**config.mk**
```make
export PLATFORM = sky130hd
export DESIGN_NAME = soc_system_sysid_timeout
export DESIGN_NICKNAME = d
export VERILOG_FILES = /design/src/rtl/soc_system_sysid_pkg.sv /design/src/rtl/soc_system_sysid_timeout.sv
export SDC_FILE = /design/constraint.sdc
export NUM_CORES = 1
export LEC_CHECK = 0
export BUFFER_PORTS_ARGS = -buffer_cell sky130_fd_sc_hd__buf_4
export CORE_AREA = 3 3 40 42
export CTS_CLUSTER_DIAMETER = 200
export DETAILED_ROUTE_END_ITERATION = 10
export DIE_AREA = 0 0 43 45
export RECOVER_POWER = 25
export SKIP_LAST_GASP = 1
export SLEW_MARGIN = 20
export SYNTH_ARGS = -nofsm -noshare
export SYNTH_HDL_FRONTEND = slang
export SYNTH_SLANG_ARGS = --single-unit
```
**constraint.sdc**
```tcl
create_clock -name clock -period 1.6 [get_ports clock]
set_input_delay 0.48 -clock clock [delete_from_list [all_inputs] [get_ports clock]]
set_output_delay 0.48 -clock clock [all_outputs]
set_load 0.005 [all_outputs]
```
**src/rtl/soc_system_sysid_pkg.sv**
```systemverilog
// Shared types and constants for the system-ID checker.
package soc_system_sysid_pkg;

  typedef enum logic [2:0] {
    ST_IDLE    = 3'd0,
    ST_REQ_ID  = 3'd1,
    ST_WAIT_ID = 3'd2,
    ST_REQ_TS  = 3'd3,
    ST_WAIT_TS = 3'd4,
    ST_CHECK   = 3'd5,
    ST_DONE    = 3'd6
  } sysid_state_e;

  localparam logic SYSID_ADDR_ID = 1'b0;
  localparam logic SYSID_ADDR_TS = 1'b1;

  localparam logic [31:0] SYSID_DEFAULT_ID = 32'hACD51302;
  localparam logic [31:0] SYSID_DEFAULT_TS = 32'h51C1CA47;

endpackage

```
**src/rtl/soc_system_sysid_timeout.sv**
```systemverilog
// Per-transaction watchdog: counts cycles from the start of a read request
// and flags expiry on the cycle the count reaches TIMEOUT_CYCLES-1.
module soc_system_sysid_timeout
  import soc_system_sysid_pkg::*;
#(
  parameter int unsigned TIMEOUT_CYCLES = 1024
) (
  input  logic clock,
  input  logic reset_n,
  input  logic clear,
  input  logic enable,
  output logic expired
);

  localparam int unsigned CW = $clog2(TIMEOUT_CYCLES);
  localparam logic [CW-1:0] LAST = CW'(TIMEOUT_CYCLES - 1);

  logic [CW-1:0] count_q, count_d;

  assign expired = (count_q == LAST);

  // Next count: clear wins, otherwise count up and saturate at the last value.
  always_comb begin
    count_d = count_q;
    if (clear) begin
      count_d = '0;
    end else if (enable && !expired) begin
      count_d = count_q + CW'(1);
    end
  end

  // Counter register with synchronous reset.
  always_ff @(posedge clock) begin
    if (!reset_n) begin
      count_q <= '0;
    end else begin
      count_q <= count_d;
    end
  end

endmodule

```
After elaboration in Yosys (flattened, before gate mapping)
Cells that the tools add are included.

Multipliers: 0. Shift-type cells: 0. Add/subtract/negate cells: 1. Equal/unequal tests: 1. Magnitude comparators: 0. Reduce and logical (&&, ||, !) cells: 3. Div/mod/pow operators: 0. Bitwise gates (word level): 1. Multiplexer cells: 0.

Operators with widths (count): $add A10 B1 Y10 const B (1); $eq A10 B10 Y1 const B (1); $reduce_or A2 Y1 (1); $logic_and A1 B1 Y1 (1); $logic_not A1 Y1 (1); $not A1 Y1 (1).

Flip-flop bits (word level): 10. Bits in read-only memories: 0. Bits in latches: 0. Memories kept: 0. Bits in writable memories: 0.

Longest topological paths before layout
Gate-level depths: netlist (run 1).

Depth after elaboration: 3. Gate-level depth with buffers: 6. Mapped depth without buffers: 5.

Worst setup path after synthesis (run 1)
OpenSTA, ideal clock, no wires.

Path kind: register -> output. Start: register count_q[4]. End: output expired. Cell stages (with the launch flop): 4. Data required time: 1.120 ns. Path slack: 0.197 ns. Arrival: 0.923 ns. Path through: dfxtp_1 and4_4 nand2_2 nor3_1.

Cells in the longest elaborated chain, start to end: 1.

RTL lines: start, declared (line soc_system_sysid_timeout.sv:18) `logic [CW-1:0] count_q, count_d;`; start signal, assigned (line soc_system_sysid_timeout.sv:37) `count_q <= count_d;`; $eq A10 B10 Y1 (line soc_system_sysid_timeout.sv:20) `assign expired = (count_q == LAST);`; end, declared (line soc_system_sysid_timeout.sv:12) `output logic expired`.

No other way between the ends.

Worst setup path after layout (run 1)
Start: register count_q[3]. End: output expired.

Same word-level chain as after synthesis.

==> results by stage, run 1 <==
Outcome:
- The flow ran to the end, and the final reports show no timing, DRC or antenna violations.

STA:
- The portion of the clock cycle consumed by the worst path in the final layout is 99.60%.
- Setup repair after global routing could not meet its margin everywhere.
- Hold is met by 541.7 ps.
- The final-report max-slew violation count is 0.
- The hold violation total from the final report came to 0.
- The minimum clock period is 1594 ps.
- Setup violations remaining at the end of the flow were counted as 0.
- In the final timing run, aggregate negative setup slack is 0 ps.
- For the pin with the worst max-slew slack, the measured transition is 355.1 ps.
- Static timing analysis puts the maximum clock frequency at 627.5 MHz.
- The post-route clock skew is 7.231 ps.
- The worst slew margin relative to its limit is 76.14%.

Clock network:
- The clock reaches the later pin of the worst-skew pair after 260 ps.
- After clock tree synthesis, the flow added hold-fix buffers numbering 0.
- The clock tree from TritonCTS is yes.
- The number of clock buffers added by TritonCTS is 3.
- CTS built an H-tree with a depth of 1.
- Clock-pin slew was measured on the worst setup and hold paths at 70 ps.
- The clock root buffer is sky130_fd_sc_hd__clkbuf_4.
- The number of buffers on the longest clock path is 2.
- The clock sink total is 10.

Synthesis:
- The synthesized area is 543.0 um2.
- The cell count after synthesis came out at 60.
- Counting every net in the synthesized netlist gives 65.
- The average size of a mapped cell is 9.050 um2.
- The register bit total from synthesis is 10.
- The Yosys step of the flow raised 0 warnings.
- The count of distinct cell types in the synthesized netlist is 29.
- The portion of the post-synthesis area used by sequential elements is 36.87%.

Cells and area:
- Of the cells placed in the final design, the portion with a size suffix greater than 1 is 38.36%.
- The net count of the finished layout is 80.
- With fillers left out, the area of the finished cells amounts to 664.4 um2.
- The count of cells in the finished layout, fillers not included, comes to 88.
- 0 antenna diodes ended up in the layout.
- The post-synthesis to final-layout area growth is 22.35%.
- The largest registers in the layout are count_q: 10 flops.
- The flip-flop count of the largest register, all copies and words added is 10.
- More flip-flops sit in one register than any other, and that register is count_q.

Floorplan:
- The number of primary I/O pins is 5.
- The placeable core region is 0.001285 mm2.
- The die is 45 um tall.
- The die area is 0.001935 mm2.
- In this run the core area contains 13 standard-cell rows.
- The horizontal die dimension is 43 um.
- The initial core utilization is 42.26%.

Placement:
- The routability congestion estimate from global placement is 0.7175.
- The cell count after placement is 82.
- Once placement finished, the instance area stood at 614.3 um2.
- The HPWL after detailed placement is 818.2 um.
- Port buffering added 4 buffers.

GRT:
- The initial antenna violation count is 0.
- For this run the aggregate overflow at the end of global routing stands at 0.
- Global routing used 12.95% of the available tracks.
- The pin count of the biggest net entering global routing is 8.
- The global-route wire length before repair is 1800 um.
- The number of global-route vias before repair is 447.

Route:
- The total vias in the final route is 481.
- The post-route antenna net violation count is 0.
- The wire length per cell after detailed routing is 12.48 um.
- The number of DRC markers in iteration 0 is 3.
- The via count normalized by instance count is 5.466.
- The number of iterations in the first detailed-routing pass is 2.
- After detailed routing, the number of remaining DRC violations is 0.
- Summed over all layers, the routed wires come to 1098 um.

Setup path:
- The critical path is of the reg2out type.
- The standard cell with the maximum stage delay on the critical path is sky130_fd_sc_hd__dfxtp_2.
- The largest stage delay on the critical path is 350 ps.
- Of all nets on the critical path, the largest fanout is 3.
- The worst path arrival time is 1110 ps.
- The critical path goes through and4_4 > nand2_2 > nor3_2 > buf_4.
- The worst setup path is launched from a flop.
- The data required time of the worst path is 1120 ps.
- The sort of element at the end of the critical path is a primary output.

Flow run:
- The max-cap check violation count is 0.

Power:
- The leakage power summed over all cells is 0.2412 nW.
- In this run the power density over the cells is 675.6 mW/mm2.
- Power comes to 0.0004489 W.
- The worst IR drop on VDD is 0.5355 mV.

Min path:
- The path class of the tightest hold or removal check is reg2reg.
==> per-layer routing <==
layer / track usage (%) / up-vias / share of wire (%)
li1: - / 253 / -
met1: 13.38 / 221 / 47
met2: 22.75 / 5 / 47
met3: 7.171 / 2 / 4.6
met4: 3.614 / 0 / 0.82
met5: 0 / - / 0
==> worst max-delay path: cells and delay by family, from the launching register on <==
kind | cells | cell delay (ps)
AND/OR/NAND/NOR | 3 | 380
flip-flops | 1 | 350
buffers and inverters | 1 | 130
==> worst paths after layout <==
| kind | start | end | slack (ps) | cells past startpoint |
|---|---|---|---|---|
| max reg2reg | count_q[0] | count_q[9] | 180 | 5 |
| min reg2reg | count_q[2] | count_q[2] | 540 | 2 |
| max | count_q[3] | expired | 6 | 4 |
| min | count_q[2] | count_q[2] | 540 | 2 |
==> final cells by class <==
class | count | area (um2)
Timing Repair Buffer | 13 | 97.59
Sequential cell | 10 | 207.7
Clock buffer | 3 | 22.52
Fill cell | 135 | 620.6
Multi-Input combinational cell | 46 | 314.1
Tap cell | 15 | 18.77
Inverter | 1 | 3.754
==> logic make-up (layout without fill, tap and decap cells) <==
logic type               count (synthesis)  count (layout)  synth area share, %
AND/OR/NAND/NOR                         27              27                28.58
AO/OA/AOI/OAI                           15              15                22.35
flip-flops                              10              10                36.87
buffers and inverters                    4              17                4.838
XOR/XNOR                                 2               2                3.226
adder cells (fa/ha/maj)                  1               1                2.304
multiplexers                             1               1                1.843
==> cell usage after synthesis (all sizes together) <==
master	n	area (um2)
ha	1	12.51
a211oi	2	15.01
nand3	1	5.000
a31oi	2	27.53
dfxtp	10	200.2
nand4	1	6.260
a41oi	2	17.52
o21bai	1	7.510
a311oi	2	17.52
mux2i	1	10.01
clkbuf	2	11.26
a21oi	5	25.02
xnor2	1	8.760
nor3	4	35.03
and4	3	28.78
xor2	1	8.760
inv	1	3.750
nand2b	1	6.260
o2111a	1	11.26
nand4b	1	8.760
nor2	7	26.28
nor2b	1	6.260
nand2	8	32.54
buf	1	11.26
==> cells in the final DEF (no fill, tap or decap), drive strengths merged <==
master | netlist | layout
xor2 | 1 | 1
nand2 | 8 | 8
nor2b | 1 | 1
buf | 1 | 13
o21bai | 1 | 1
clkbuf | 2 | 3
mux2i | 1 | 1
xnor2 | 1 | 1
a211oi | 2 | 2
a31oi | 2 | 2
nand4b | 1 | 1
o2111a | 1 | 1
and4 | 3 | 3
a41oi | 2 | 2
a311oi | 2 | 2
nand3 | 1 | 1
nand4 | 1 | 1
dfxtp | 10 | 10
a21oi | 5 | 5
nor2 | 7 | 7
nand2b | 1 | 1
ha | 1 | 1
inv | 1 | 1
nor3 | 4 | 4
==> stage by stage <==
stage	util, %	worst slack, ps
after floorplan	-	197.5
after global placement	47.81	115.5
after detailed placement	47.81	100.3
after CTS	52.39	-7.633
after global routing	51.70	-52.72
final	51.70	6.391
==> where the power goes <==
group | switching, W | internal, W
clock network | 0.0000839 | 0.0000867
registers | 0.00000204 | 0.000251
logic | 0.0000116 | 0.0000136
==> what timing repair did <==
action                     CTS  global route
setup endpoints to repair    1             1
pin swaps                    3             0
resized for setup            7             2
buffers inserted             3             0
Note: power is estimated with default switching activity, not from simulation.
==> run 2, diff against run 1 <==
BUFFER_PORTS_ARGS = unset   (was -buffer_cell sky130_fd_sc_hd__buf_4)
DONT_BUFFER_PORTS = 1   (was unset)
==> run 2 against run 1 <==
  * First-iteration DRC count rose to 3.3 times the previous value
  * Clock skew down 6.2 ps
  * Largest cell class unchanged
  * Via count down 5.0%
  * Register-to-register slack worse by 30 ps
  * Highest routed layer unchanged
  * Critical path type unchanged
  * Maximum frequency up 3.6%
  * Global-route usage down 0.32 points
  * Non-clock buffer count down 7
==> results by stage, run 2 (same netlist as run 1, synthesis figures left out) <==
Cells and area:
- The largest registers in the layout are count_q: 10 flops.
- The post-route cell area is 630.6 um2.
- The flip-flop count of the largest register, all copies and words added is 10.
- The final net count is 73.
- In the layout the commonest cells are sky130_fd_sc_hd__nand2_1 (7), sky130_fd_sc_hd__nor2_1 (7), sky130_fd_sc_hd__dfxtp_1 (6), sky130_fd_sc_hd__buf_4 (6), sky130_fd_sc_hd__a21oi_1 (5).
- The most flop-heavy register is count_q.
- The number of antenna diodes in the final layout is 0.
- Cells with a size suffix above 1 make up 30.30% of the layout.
- Compared with the post-synthesis result, the final layout area differs by 16.13%.
- For this run, the share of the core covered by cells in the final layout is 49.08%.

Min path:
- The type of the tightest min-delay check is in2reg.
- The worst hold path begins at enable.

Setup path:
- The worst path arrival time is 1060 ps.
- In this run the worst path has a maximum fanout of 6.
- For the worst setup path, the data required time is 1120 ps.
- The launch point of the critical path is count_q[5].
- The sort of element at the end of the critical path is a primary output.
- The nature of the critical path startpoint is a flop.
- The kind of critical path is reg2out.
- In this run the critical register-to-register path is launched from count_q[0].

Power:
- The total power divided by cell area is 696.6 mW/mm2.
- The switching share of power is 20.89%.
- The internal power component is 0.0003475 W.
- In this run the power spent charging and discharging nets is 0.00009177 W.
- The share of total power dissipated in combinational logic is 4.6%.
- The leakage power summed over all cells is 0.2232 nW.
- The worst IR drop on VDD is 0.5838 mV.
- The clock network power share is 37.8%.
- The share of total power in sequential cells is 57.5%.
- The post-layout total power is 0.0004393 W.

Route:
- The post-route antenna net violation count is 0.
- Before antenna repair, the detailed router went through 5 iterations.
- The final wirelength is 1053 um.
- The total vias in the final route is 457.
- After detailed routing, the average wire length per cell comes to 13.00 um.
- The number of DRC markers in iteration 0 is 10.
- In the routed layout, each cell is associated on average with a via count of 5.642.
- The detailed-route DRC error count is 0.

Placement:
- The routability congestion estimate from global placement is 0.7455.
- The wire-length estimate of the detail-placed layout is 777.1 um.
- The placed instances occupy a cell area of 576.8 um2.
- The count of input and output buffers is 0.

STA:
- Dividing the final minimum period by the clock period gives 96.15%.
- The worst path needs 1538 ps of the cycle, external delays included.
- Setup repair after global routing left no endpoint under its margin.
- The hold violation total from the final report is 0.
- The achievable clock frequency is 650.0 MHz.
- Setup violations remaining at the end of the flow were counted as 0.
- The post-route clock skew is 1.064 ps.
- The final-report max-slew violation count is 0.
- The actual transition at the worst max-transition pin is 345.5 ps.
- Measured against its own limit, the worst slew margin works out to 76.79%.
- Summed over all failing endpoints, the final setup total negative slack is 0 ps.

Floorplan:
- For this design the top-level I/O count stands at 5.
- The initial core utilization is 42.26%.
- The floorplan step set the die width to 43 um.
- Measured along the y axis, the die boundary spans 45 um.
- The die covers 0.001935 mm2.
- The placeable core region is 0.001285 mm2.
- The count of standard-cell rows is 13.

Clock network:
- Counting every sink on the clock net gives 10.
- The clock tree from TritonCTS is yes.
- CTS built an H-tree with a depth of 1.
- Clock tree synthesis inserted a total of 3 buffers.
- The clock root buffer is sky130_fd_sc_hd__clkbuf_4.
- The clock transition at the registers of the reported paths is 60 ps.
- The source-to-sink clock delay at the later pin of the worst-skew pair is 260 ps.
- In this run the deepest clock path goes through 2 buffers.

GRT:
- The global routing usage summed across all routing layers is 12.63%.
- The pin count of the biggest net entering global routing is 9.
- The total overflow reported by the global router is 0.
- The initial antenna violation count is 0.
- The number of global-route vias before repair is 422.
- The first global-routing pass estimated 1780 um of wire.

Flow run:
- The max-cap check violation count is 0.

Outcome:
- The flow ran to the end, and the final reports show no timing, DRC or antenna violations.
[run 2: area by class of cell]
type / instances / area (um2)
Clock buffer: 3 / 22.52
Fill cell: 127 / 654.4
Inverter: 1 / 3.754
Multi-Input combinational cell: 46 / 335.3
Sequential cell: 10 / 205.2
Tap cell: 15 / 18.77
Timing Repair Buffer: 6 / 45.04
[run 2: worst paths after layout]
path | endpoint | slack [ps] | cells after the start
min | count_q[2] | 460 | 2
max reg2reg | count_q[9] | 150 | 5
min reg2reg | count_q[2] | 470 | 1
max | expired | 60 | 3
[run 2: power by group through the flow]
stage | Clock (W) | Sequential (W) | Combinational, W
2_1_floorplan | 0 | 0.000258 | 0.0000135
3_3_place_gp | 0 | 0.000257 | 0.0000199
3_5_place_dp | 0 | 0.000257 | 0.0000199
4_1_cts | 0.000173 | 0.000253 | 0.0000205
5_1_grt | 0.000189 | 0.000253 | 0.0000225
6_report | 0.000166 | 0.000253 | 0.0000204
[run 2: metrics by stage]
| stage | hold WS [ps] | worst slack [ps] | std cells |
|---|---|---|---|
| after floorplan | 483.1 | 197.5 | 60 |
| after global placement | 505.7 | 152.0 | 77 |
| after detailed placement | 521.8 | 117.7 | 77 |
| after CTS | 443.8 | 2.916 | 80 |
| after global routing | 437.2 | 3.228 | 81 |
| final | 458.9 | 61.57 | 81 |
[run 2: critical path: stages, from the launching register on]
cell and delay (ps):
sky130_fd_sc_hd__dfxtp_2 360, sky130_fd_sc_hd__and4_4 230, sky130_fd_sc_hd__nand2_2 80, sky130_fd_sc_hd__nor3_4 120
[run 2: repair_timing]
item,in CTS,in global routing
pin swaps,2,1
endpoints found under the setup margin,1,1
resized for setup,5,3
setup buffers,0,1
hold buffers,0,0
[run 2: routing by layer]
layer	global-route usage [%]	wire, um	vias up
met2	18.26	491	5
li1	-	-	237
met5	0	0	-
met1	16.59	506	211
met4	7.229	21	0
met3	3.984	34	4
==> run 3, diff against run 2 <==
CTS_CLUSTER_DIAMETER = 60   (was 200)
clock period = 1.8 ns   (was 1.6 ns; I/O delays follow)
==> run 3 against run 2 <==
  * Total power shrank 12%
  * Critical path type unchanged
  * Flip-flop and latch count did not move
  * Clock power decreased by 9.6%
  * Worst hold slack better by 24 ps
  * Critical endpoint unchanged
  * Setup slack improved by 31 ps
  * Sequential share of layout area increased by 3.5 points
==> results by stage, run 3 (same netlist as run 1, synthesis figures left out) <==
Outcome:
- The flow ran to the end, and the final reports show no timing, DRC or antenna violations.

Clock network:
- Clock tree synthesis found a total of 10 sinks.
- The post-CTS setup repair buffer count is 0.
- For the worst-skew pair, the clock arrives at the later sink with an insertion delay of 260 ps.
- In this run the number of H-tree levels came out at 1.
- The clock transition at the registers of the reported paths is 60 ps.
- Clock tree synthesis selected as its root buffer the cell sky130_fd_sc_hd__clkbuf_4.
- In this run, post-CTS hold repair placed 0 buffers.
- No sink is reached through more buffers than the 2 on the longest clock path.
- TritonCTS built the clock tree.
- The number of clock buffers inserted by TritonCTS is 3.

Placement:
- Buffers placed on the I/O ports in this run total 0.
- Routability-driven placement finished with a final weighted congestion of 0.8041.
- Detailed placement ended at an HPWL of 724.5 um.

STA:
- The final sum of negative setup slack is 0 ps.
- In this run the tightest slew margin relative to its limit is 70.57%.
- At the pin with the least slew margin, the transition time is 441.4 ps.
- Clock skew on the completed layout was measured at 3.519 ps.
- The hold violation total from the final report was 0.
- Timing would allow up to 585.7 MHz.
- The final-report max-slew violation count is 0.
- Setup repair after global routing left no endpoint under its margin.
- The count of endpoints failing setup in the final report is 0.
- The portion of the clock cycle consumed by the worst path in the final layout is 94.86%.
- After layout, the minimum clock period comes to 1707 ps.

Setup path:
- The nature of the critical path startpoint is a flop.
- The worst setup path is of the reg2out kind.
- The capture point of the worst reg-to-reg path is count_q[9].
- The worst setup path is captured at a primary output.
- Among cell families on the critical path, the largest total delay comes from simple AND/OR/NAND/NOR gates.
- The logic depth of the worst setup path including buffers is 3.
- For the worst flop-to-flop path, the logic depth is 4.
- Traced cell by cell, the critical path runs through and4_4 > nand2_2 > nor3_2.
- Data arrives at the worst endpoint at 1170 ps.
- STA puts the critical path data required time at 1260 ps.
- The slack of the worst reg-to-reg path is 410 ps.
- Counting both buffers and inverters, the worst setup path holds a total of 0.
- Along the worst path, the maximum fanout reaches 6.
- In this run the critical register-to-register path is launched from count_q[0].
- The standard cell with the maximum stage delay on the critical path is sky130_fd_sc_hd__dfxtp_2.
- The largest stage delay on the critical path is 370 ps.

Cells and area:
- The diode insertion count for antenna repair is 0.
- In the layout the commonest cells are sky130_fd_sc_hd__nand2_1 (7), sky130_fd_sc_hd__nor2_1 (7), sky130_fd_sc_hd__dfxtp_1 (7).
- The flip-flop count of the largest register, all copies and words added is 10.
- The final net count is 68.
- The most flop-heavy register is count_q.
- The post-synthesis to final-layout area growth is 5.530%.
- The post-route netlist has 21.31% of its cells at a drive strength greater than 1.
- The largest registers in the layout are count_q: 10 flops.

Route:
- The detail route stage leaves a number of antenna-violating nets equal to 0.
- The detailed-route DRC error count is 0.
- The routed layout has 452 vias.
- The via count normalized by instance count is 5.947.
- The number of iterations in the first detailed-routing pass is 4.
- After detailed routing, the average wire length per cell comes to 13.83 um.
- Wires add up to 1051 um.
- The number of DRC markers in iteration 0 is 8.

Min path:
- The startpoint identified for the worst hold timing path is count_q[2].
- Along the worst hold path, the cell count comes to 1.
- The endpoint of the worst hold path is count_q[2].
- The type of the tightest min-delay check is reg2reg.

Floorplan:
- After floorplanning, the core was divided into 13 placement rows.
- The die area is 0.001935 mm2.
- The number of primary I/O pins is 5.
- The die height is 45 um.
- For this configuration, the core starts out at a cell density of 42.26%.
- The core region is 0.001285 mm2.
- The horizontal die dimension is 43 um.

GRT:
- The total overflow left after global routing is 0.
- The pin count of the biggest net entering global routing is 11.
- The number of global-route vias before repair came to 380.
- The first global-routing pass estimated 1669 um of wire.
- The initial antenna violation count is 0.
- Global routing used 12.60% of the available tracks across all layers.

Power:
- The switching share of power is 21.25%.
- Combinational logic is responsible for 3.2% of the overall power.
- The internal power of the cells totals 0.0003038 W.
- Summed over all cells, the static leakage comes to 0.1790 nW.
- In this run the power density over the cells is 673.1 mW/mm2.
- The worst IR drop on VDD is 0.2742 mV.
- The post-layout total power is 0.0003857 W.
- Per report_power, the clock group accounts for 38.8% of the total.
- The net switching power figure is 0.00008197 W.
- Sequential cells account for 58.1% of the total power.

Flow run:
- The max-cap check violation count is 0.
run 3: routing by layer:
metal | vias up | track usage, % | part of all wire [%]
met5 | - | 0 | 0
met1 | 210 | 15.05 | 48
met2 | 10 | 16.77 | 45
met3 | 5 | 7.171 | 5.1
met4 | 0 | 9.036 | 2.2
li1 | 227 | - | -
run 3: worst max path at each step:
stage / from / end / slack [ps]
finish: count_q[5] / expired / 90
global route: count_q[5] / expired / 20
CTS: count_q[2] / expired / 10
detailed placement: count_q[4] / expired / 230
global placement: count_q[4] / expired / 260
floorplan: count_q[4] / expired / 340
run 3: power groups by stage:
| stage | logic (W) | clock network [W] | registers [W] |
|---|---|---|---|
| finish | 0.0000122 | 0.000150 | 0.000224 |
| global route | 0.0000135 | 0.000173 | 0.000224 |
| CTS | 0.0000136 | 0.000159 | 0.000225 |
| detailed placement | 0.0000134 | 0 | 0.000230 |
| global placement | 0.0000132 | 0 | 0.000230 |
| floorplan | 0.0000120 | 0 | 0.000229 |
run 3: cell type report:
class                      count  area, um2
tap                           15      18.77
multi-input combinational     46      314.1
fill                         135      711.9
timing repair buffer           1      7.507
inverter                       1      3.754
sequential                    10      206.4
clock buffer                   3      22.52
run 3: what timing repair did:
item / in CTS / in global routing
cloned: 0 / 0
endpoints found under the setup margin: 1 / 1
resized for setup: 3 / 4
run 3: metrics by stage:
stage               instance area, um2  instances  hold slack [ps]  util [%]  setup slack (ps)
floorplan                        543.0         60            483.1         -             337.5
global placement                 546.8         73            510.2     42.55             263.1
detailed placement               546.8         73            516.4     42.55             230.7
CTS                              574.3         76            490.6     44.69             11.78
global route                     573.1         76            510.1     44.60             21.93
finish                           573.1         76            482.8     44.60             92.54
